`src/rtl/tx_serial_paridade_pkg.sv`:
```
// Shared definitions for the serial transmitter with even parity.
package tx_serial_paridade_pkg;

    localparam int FRAME_BITS = 11;  // start + 8 data + parity + stop
    localparam int DATA_BITS  = 8;

    typedef enum logic [2:0] {
        ST_IDLE   = 3'd0,
        ST_START  = 3'd1,
        ST_DATA   = 3'd2,
        ST_PARITY = 3'd3,
        ST_STOP   = 3'd4
    } state_t;

endpackage

```
`src/rtl/paridade.sv`:
```
// Even-parity generator: parity_out makes the total count of ones even.
module paridade (
    input  logic [7:0] data_in,
    output logic       parity_out
);

    assign parity_out = ^data_in;

endmodule

```
`src/rtl/tx_serial_paridade.sv`:
```
// Serial byte transmitter: start, 8 data bits LSB first, even parity, stop.
// Handshake is valid/ready; a latched copy of the byte drives the frame.
module tx_serial_paridade
    import tx_serial_paridade_pkg::*;
#(
    parameter int CLKS_PER_BIT = 16
) (
    input  logic       clk,
    input  logic       reset,
    input  logic [7:0] data_in,
    input  logic       valid_in,
    output logic       ready_out,
    output logic       tx_out,
    output logic       busy_out,
    output logic       done_out
);

    localparam int              CNT_W    = (CLKS_PER_BIT > 1) ? $clog2(CLKS_PER_BIT) : 1;
    localparam logic [CNT_W-1:0] CNT_LAST = CNT_W'(CLKS_PER_BIT - 1);

    state_t           state_q, state_d;
    logic [CNT_W-1:0] cnt_q, cnt_d;
    logic [2:0]       idx_q, idx_d;
    logic [7:0]       data_q, data_d;
    logic             par_q, par_d;
    logic             tx_q, tx_d;
    logic             parity_w;
    logic             bit_end;

    paridade u_paridade (
        .data_in    (data_in),
        .parity_out (parity_w)
    );

    // NOTE: every always_comb output gets a default first so no latch is inferred.
    always_comb begin
        state_d = state_q;
        cnt_d   = cnt_q;
        idx_d   = idx_q;
        data_d  = data_q;
        par_d   = par_q;
        bit_end = (cnt_q == CNT_LAST);

        case (state_q)
            ST_IDLE: begin
                if (valid_in) begin
                    state_d = ST_START;
                    cnt_d   = '0;
                    idx_d   = '0;
                    data_d  = data_in;
                    par_d   = parity_w;
                end
            end
            ST_START: begin
                if (bit_end) begin
                    state_d = ST_DATA;
                    cnt_d   = '0;
                end else begin
                    cnt_d = cnt_q + 1'b1;
                end
            end
            ST_DATA: begin
                if (bit_end) begin
                    cnt_d = '0;
                    if (idx_q == 3'(DATA_BITS - 1)) begin
                        state_d = ST_PARITY;
                    end else begin
                        idx_d = idx_q + 1'b1;
                    end
                end else begin
                    cnt_d = cnt_q + 1'b1;
                end
            end
            ST_PARITY: begin
                if (bit_end) begin
                    state_d = ST_STOP;
                    cnt_d   = '0;
                end else begin
                    cnt_d = cnt_q + 1'b1;
                end
            end
            ST_STOP: begin
                if (bit_end) begin
                    state_d = ST_IDLE;
                    cnt_d   = '0;
                end else begin
                    cnt_d = cnt_q + 1'b1;
                end
            end
            default: begin
                state_d = ST_IDLE;
                cnt_d   = '0;
                idx_d   = '0;
            end
        endcase

        // Line level is decided from the upcoming state so tx_out is a clean flop.
        case (state_d)
            ST_START:  tx_d = 1'b0;
            ST_DATA:   tx_d = data_d[idx_d];
            ST_PARITY: tx_d = par_d;
            default:   tx_d = 1'b1;
        endcase
    end

    // NOTE: sequential state uses non-blocking assignments only.
    always_ff @(posedge clk) begin
        if (reset) begin
            state_q <= ST_IDLE;
            cnt_q   <= '0;
            idx_q   <= '0;
            data_q  <= '0;
            par_q   <= 1'b0;
            tx_q    <= 1'b1;
        end else begin
            state_q <= state_d;
            cnt_q   <= cnt_d;
            idx_q   <= idx_d;
            data_q  <= data_d;
            par_q   <= par_d;
            tx_q    <= tx_d;
        end
    end

    assign tx_out    = tx_q;
    assign ready_out = (state_q == ST_IDLE);
    assign busy_out  = (state_q != ST_IDLE);
    assign done_out  = (state_q == ST_STOP) && bit_end;

endmodule
```
`config.mk`:
```
export PLATFORM = sky130hd
export DESIGN_NAME = tx_serial_paridade
export DESIGN_NICKNAME = d
export VERILOG_FILES = /design/src/rtl/tx_serial_paridade_pkg.sv /design/src/rtl/paridade.sv /design/src/rtl/tx_serial_paridade.sv
export SDC_FILE = /design/constraint.sdc
export NUM_CORES = 1
export LEC_CHECK = 0
export BUFFER_PORTS_ARGS = -buffer_cell sky130_fd_sc_hd__buf_2
export CORE_MARGIN = 2
export CORE_UTILIZATION = 55
export DETAILED_ROUTE_END_ITERATION = 6
export PLACE_DENSITY = 0.77
export SLEW_MARGIN = 20
export SYNTH_ARGS = -nofsm -noshare
export SYNTH_HDL_FRONTEND = slang
export SYNTH_SLANG_ARGS = --single-unit
```
`constraint.sdc`:
```
create_clock -name clk -period 2.1 [get_ports clk]
set_input_delay 0.105 -clock clk [delete_from_list [all_inputs] [get_ports clk]]
set_output_delay 0.105 -clock clk [all_outputs]
set_load 0.02 [all_outputs]
```
Word-level counts from Yosys, hierarchy flattened
Cells that the tools add are included.
{"block": "word_totals", "reg_bits": 20, "latch_bits": 0, "ramBits": 0, "rom_bits": 0, "output_inout_bits": 4, "elab_cells": 46, "mem_count": 0}
{"block": "op_classes", "add_sub_neg": 2, "mul": 0, "n_div": 0, "n_lt_le_gt_ge": 1, "eq_ne": 10, "shifts": 0, "muxes": 21, "n_bitwise": 0, "n_reduce_logical": 6}
{"op": "$mux W3", "n": 9}
{"op": "$mux W8", "n": 2}
{"op": "$pmux W3 S5", "n": 1}
{"op": "$eq A3 B2 Y1 const B", "n": 4}
{"op": "$pmux W3 S3", "n": 1}
{"op": "$mux W4", "n": 2}
{"op": "$pmux W4 S2", "n": 1}
{"op": "$reduce_xor A8 Y1", "n": 1}
{"op": "$eq A3 B1 Y1 const B", "n": 2}
{"op": "$eq A3 B3 Y1 const B", "n": 2}
{"op": "$add A4 B1 Y4 const B", "n": 1}
{"op": "$eq A4 B4 Y1 const B", "n": 1}
{"op": "$lt A3 B4 Y1 const B", "n": 1}
{"op": "$reduce_or A4 Y1", "n": 1}
{"op": "$add A3 B1 Y3 const B", "n": 1}
{"op": "$bmux W1 S3", "n": 1}
{"op": "$logic_not A3 Y1", "n": 1}
{"op": "$mux W1", "n": 3}
{"op": "$pmux W1 S3", "n": 1}
{"op": "$reduce_bool A3 Y1", "n": 1}
{"op": "$reduce_or A3 Y1", "n": 1}
{"op": "$ne A2 B2 Y1 const B", "n": 1}
{"op": "$logic_and A1 B1 Y1", "n": 1}

Depth between registers and ports, before layout
{"block": "logic_depth", "ltp_word": 7, "ltp_mapped": 7, "depth_no_buf": 7}

Modules after synthesis
Synthesis repeated with hierarchy kept, for this count alone.
{"block": "hier_totals", "cells_unflattened": 127, "hier_area_um2": 1152.4}
{"module": "tx_serial_paridade", "instances": 1, "cells_each": 120, "area_each_um2": 1091.0, "seq_area_each_um2": 400.4}
{"module": "paridade", "instances": 1, "cells_each": 7, "area_each_um2": 61.3, "seq_area_each_um2": 0.0}

Worst setup path before layout
OpenSTA, ideal clock, no wires.
{"block": "synth_path", "path_type": "reg-to-reg", "startpoint": "reg cnt_q[0]", "endpoint": "reg tx_q, in the netlist tx_out", "setup_ns": 0.079, "arrival_time_ns": 1.740, "slack_ns": 0.281, "path_stages_with_launch": 8, "path_buffers": 0, "period_less_slack_ns": 1.819, "cell_sequence": "dfxtp_1 -> ha_1 -> and3_4 -> a2111oi_2 -> a221o_1 -> mux2i_1 -> o22ai_1 -> a211oi_2"}
{"block": "synth_between", "elab_chain_cells": 6, "elab_cells_between_ends": 14, "classes_between": "eq/ne (4); mux (10)"}
{"element": "start, declared", "line": "tx_serial_paridade.sv:22", "source": "logic [CNT_W-1:0] cnt_q, cnt_d;"}
{"element": "start signal, assigned", "line": "tx_serial_paridade.sv:117", "source": "cnt_q <= cnt_d;"}
{"element": "$eq A4 B4 Y1 *", "line": "tx_serial_paridade.sv:42", "source": "bit_end = (cnt_q == CNT_LAST);"}
{"element": "$mux W3", "line": "tx_serial_paridade.sv:63", "source": "if (bit_end) begin"}
{"element": "$pmux W3 S3", "line": "tx_serial_paridade.sv:44", "source": "case (state_q)"}
{"element": "$bmux W1 S3", "line": "tx_serial_paridade.sv:100", "source": "ST_DATA: tx_d = data_d[idx_d];"}
{"element": "$mux W1 (not written as such)", "line": "tx_serial_paridade.sv:100"}
{"element": "$pmux W1 S3 *", "line": "tx_serial_paridade.sv:98", "source": "case (state_d)"}
{"element": "end signal, assigned", "line": "tx_serial_paridade.sv:121", "source": "tx_q <= tx_d;"}
{"element": "end, declared", "line": "tx_serial_paridade.sv:26", "source": "logic tx_q, tx_d;"}
Every way passes the cells marked *; elsewhere a longest branch is shown, timed or not. The select of a mux whose other input is x is not followed.
A chain may end at the register's enable or synchronous reset.

Final worst setup path
Same ends and word-level chain as after synthesis.

==> results.md <==
- GRT Total Usage: a little over a fifth
- Mux contribution to synthesized area: a little under 9%
- Sequential share of the synthesized area: 35.01%
- Fraction of layout cells with a size suffix above 1: a little over a quarter
- Clock Sinks: 20
- PortBufs: 14
- Post-synth ARST share: 0%
- Critical Path Sink Type: flop
- First-pass GRT wire length: 4.098 mm
- Max-Cap Viols: 0
- Initial antenna violation count: 0
- Cells after synthesis: roughly 130
- Antenna Nets Post-Route: 0
- Via Count: 991
- Vias per cell: 5.695
- Endpoints failing setup: 0
- DP Wirelength: between 1.5 and 2 mm
- Compound-Gate Fraction of Synth Area: between 10% and 20%
- Final Skew: between 0.009 and 0.01 ns
- Largest net degree at the start of global routing: 21
- Fin Setup TNS: 0 ns
- Syn_area_per_cell: ~9 um2
- Max transition margin: between 60% and 70%
- XOR/XNOR Fraction of Synth Area: under 10%
- Vias in the first global route: approximately 950
- Power Density: 640.8 nW/um2
- Iteration-0 DRC Markers: 25
- Diode count: 0
- Period minus WS final: roughly 2.0 ns
- Hold slack: between 0.03 and 0.04 ns
- Die Area: around 2500 um2
- Post-Place Setup Slack: 0.1517 ns
- Largest family of logic cells by synthesized area: simple AND/OR/NAND/NOR gates
- Final hold viol count: 0
- Worst setup margin: between 0.09 and 0.1 ns
- NumNets Final: 161
- Max-slew violation count: 0
- Synth Area in Simple Gates: 22.43%
- # IOs: 15
- Post-CTS setup buffer count: 0
- CTS Buf Count: 3
- CTS Root Cell: clkbuf_4
- Tcrit/Tclk final: a little over nine tenths
- Worst skew pair latency: around 0.32 ns
- Adder-Cell Fraction of Synth Area: 2.188%
- Cells after DPL: 170
- Gpl congestion: 0.9377
- FMAX: between 400 and 500 MHz
- Die Y: slightly below 50 um
- Final WL: around 2.4 mm
- Hold-fix buffers at CTS: 0
- Rows: 16
- Die Wd: approximately 50 um
- Core ar.: approximately 2000 um2
- Status: finished, final reports clean
- Initial Util: around three fifths
- Worst hold path class: in2reg
- Crit Path Category: reg2reg
- Worst Reg-to-Reg Cells: 7
- WHS Path Cells: 3
- Final std cells w/o fill: between 150 and 200
- CTS tree: built
- CP Max Fanout: 10
- FF+latch count, synth: 20
- P&R area growth vs syn: 16.85%
- VDD IR max: roughly 0.52 mV
- H-tree Lvls: 1
- Least-Margin Pin Slew: between 0.4 and 0.5 ns
- Post-synthesis cell type count: 40
- CTS clock-pin slew for the worst setup and hold paths: around 0.12 ns
- WP data required: roughly 2.3 ns
- Avg WL per Cell: about 14 um
- Filler cell count: 174
- Mapped cell area: ~1100 um2
- Ys flop type: dfxtp_1
- EDFF count, synth: 0
- Mapped Nets: about 140
- Deepest clock path buffer count: 2
- Startpoint Class: flop
- Arrival @ worst endpoint: between 2 and 2.5 ns
- Synth Warn #: 0
- Grt ovf: 0
- Lkg Pwr: slightly above 0.5 nW
- DRC Markers: 0
- Pre-Repair DR Iteration Count: 4
cell families (layout without fill, tap and decap cells):
group           after synthesis  in the layout
simple gates                 48             48
fa+ha+maj                     2              2
mux                          10             10
xor+xnor                     10             10
flops                        20             20
buf+inv                      11             29
compound gates               28             28
worst max-delay path, stage by stage (launching register included):
cell	delay, ns
dfxtp_1	0.39
ha_2	0.22
nand3_2	0.20
nor3_1	0.28
a221o_1	0.30
mux2i_1	0.21
o22ai_1	0.11
a211oi_2	0.20
cells in the mapped netlist, types with 2 or more instances:
cell	instances	area, um2
xnor2_1	8	70.07
nor2_1	16	60.06
clkbuf_1	3	11.26
xor2_1	2	17.52
a21oi_1	9	45.04
nand3_1	4	20.02
nor3_1	2	10.01
nand2_1	6	22.52
mux2i_1	10	100.1
or3_1	2	12.51
nand2b_1	6	37.54
dfxtp_1	20	400.4
o21ai_0	2	10.01
ha_1	2	25.02
a2111oi_2	3	45.04
buf_4	3	22.52
nand3b_1	3	22.52
a211oi_2	2	25.02
inv_1	5	18.77
cell type report:
| class | instances | area, um2 | area share (%) |
|---|---|---|---|
| Sequential cell | 20 | 401.6 | 30.06 |
| Clock buffer | 3 | 22.52 | 1.685 |
| Timing Repair Buffer | 20 | 115.1 | 8.614 |
| Multi-Input combinational cell | 98 | 714.4 | 53.46 |
| Tap cell | 27 | 33.78 | 2.528 |
| Inverter | 5 | 18.77 | 1.404 |
| Clock inverter | 1 | 30.03 | 2.247 |
where the power goes:
group | switching (mW) | total [mW] | leakage [nW] | internal, mW
clock | 0.128 | 0.321 | 0.0279 | 0.193
combinational | 0.0716 | 0.130 | 0.313 | 0.0583
sequential | 0.00885 | 0.405 | 0.164 | 0.396
registers in the layout, indices dropped and copies added, names as in the netlist:
signal / cells
tx_out: 1
idx_q: 3
state_q: 3
cnt_q: 4
par_q: 1
data_q: 8
stage by stage:
step / power, mW / instance area [um2] / utilization [%]
2_1_floorplan: 0.5052 / 1144 / -
3_3_place_gp: 0.5392 / 1259 / 64.16
3_5_place_dp: 0.5425 / 1259 / 64.16
4_1_cts: 0.8623 / 1311 / 66.84
5_1_grt: 0.8906 / 1336 / 68.11
6_report: 0.8563 / 1336 / 68.11
repair_timing:
item,4_1_cts,5_1_grt
resized for setup,0,5
endpoints found under the hold margin,0,0
endpoints found under the setup margin,0,1
final timing paths:
path	startpoint	slack [ns]	end
max	cnt_q[0]	0.09	tx_out
min	data_in[2]	0.04	data_q[2]
max reg2reg	cnt_q[0]	0.09	tx_out
min reg2reg	data_q[3]	0.50	data_q[3]
placed cells by master (no fill, tap or decap), types with 2 or more instances in the layout:
master,netlist,layout
dfxtp_1,20,19
nor2_1,16,16
buf_2,0,14
mux2i_1,10,10
a21oi_1,9,9
xnor2_1,8,8
nand2b_1,6,6
buf_4,3,6
inv_1,5,5
nand2_1,6,5
nand3_1,4,4
nand3b_1,3,3
clkbuf_4,0,3
or3_1,2,2
o21ai_0,2,2
nor3_1,2,2
xor2_1,2,2
a2111oi_2,3,2
a211oi_2,2,2
layer usage:
metal	routed length [um]	vias up	global-route usage (%)
li1	-	497	-
met1	1090	468	26.38
met2	1206	21	37.56
met3	72	5	3.636
met4	53	0	11.11
met5	0	-	0
(Power assumes the default switching activity.)
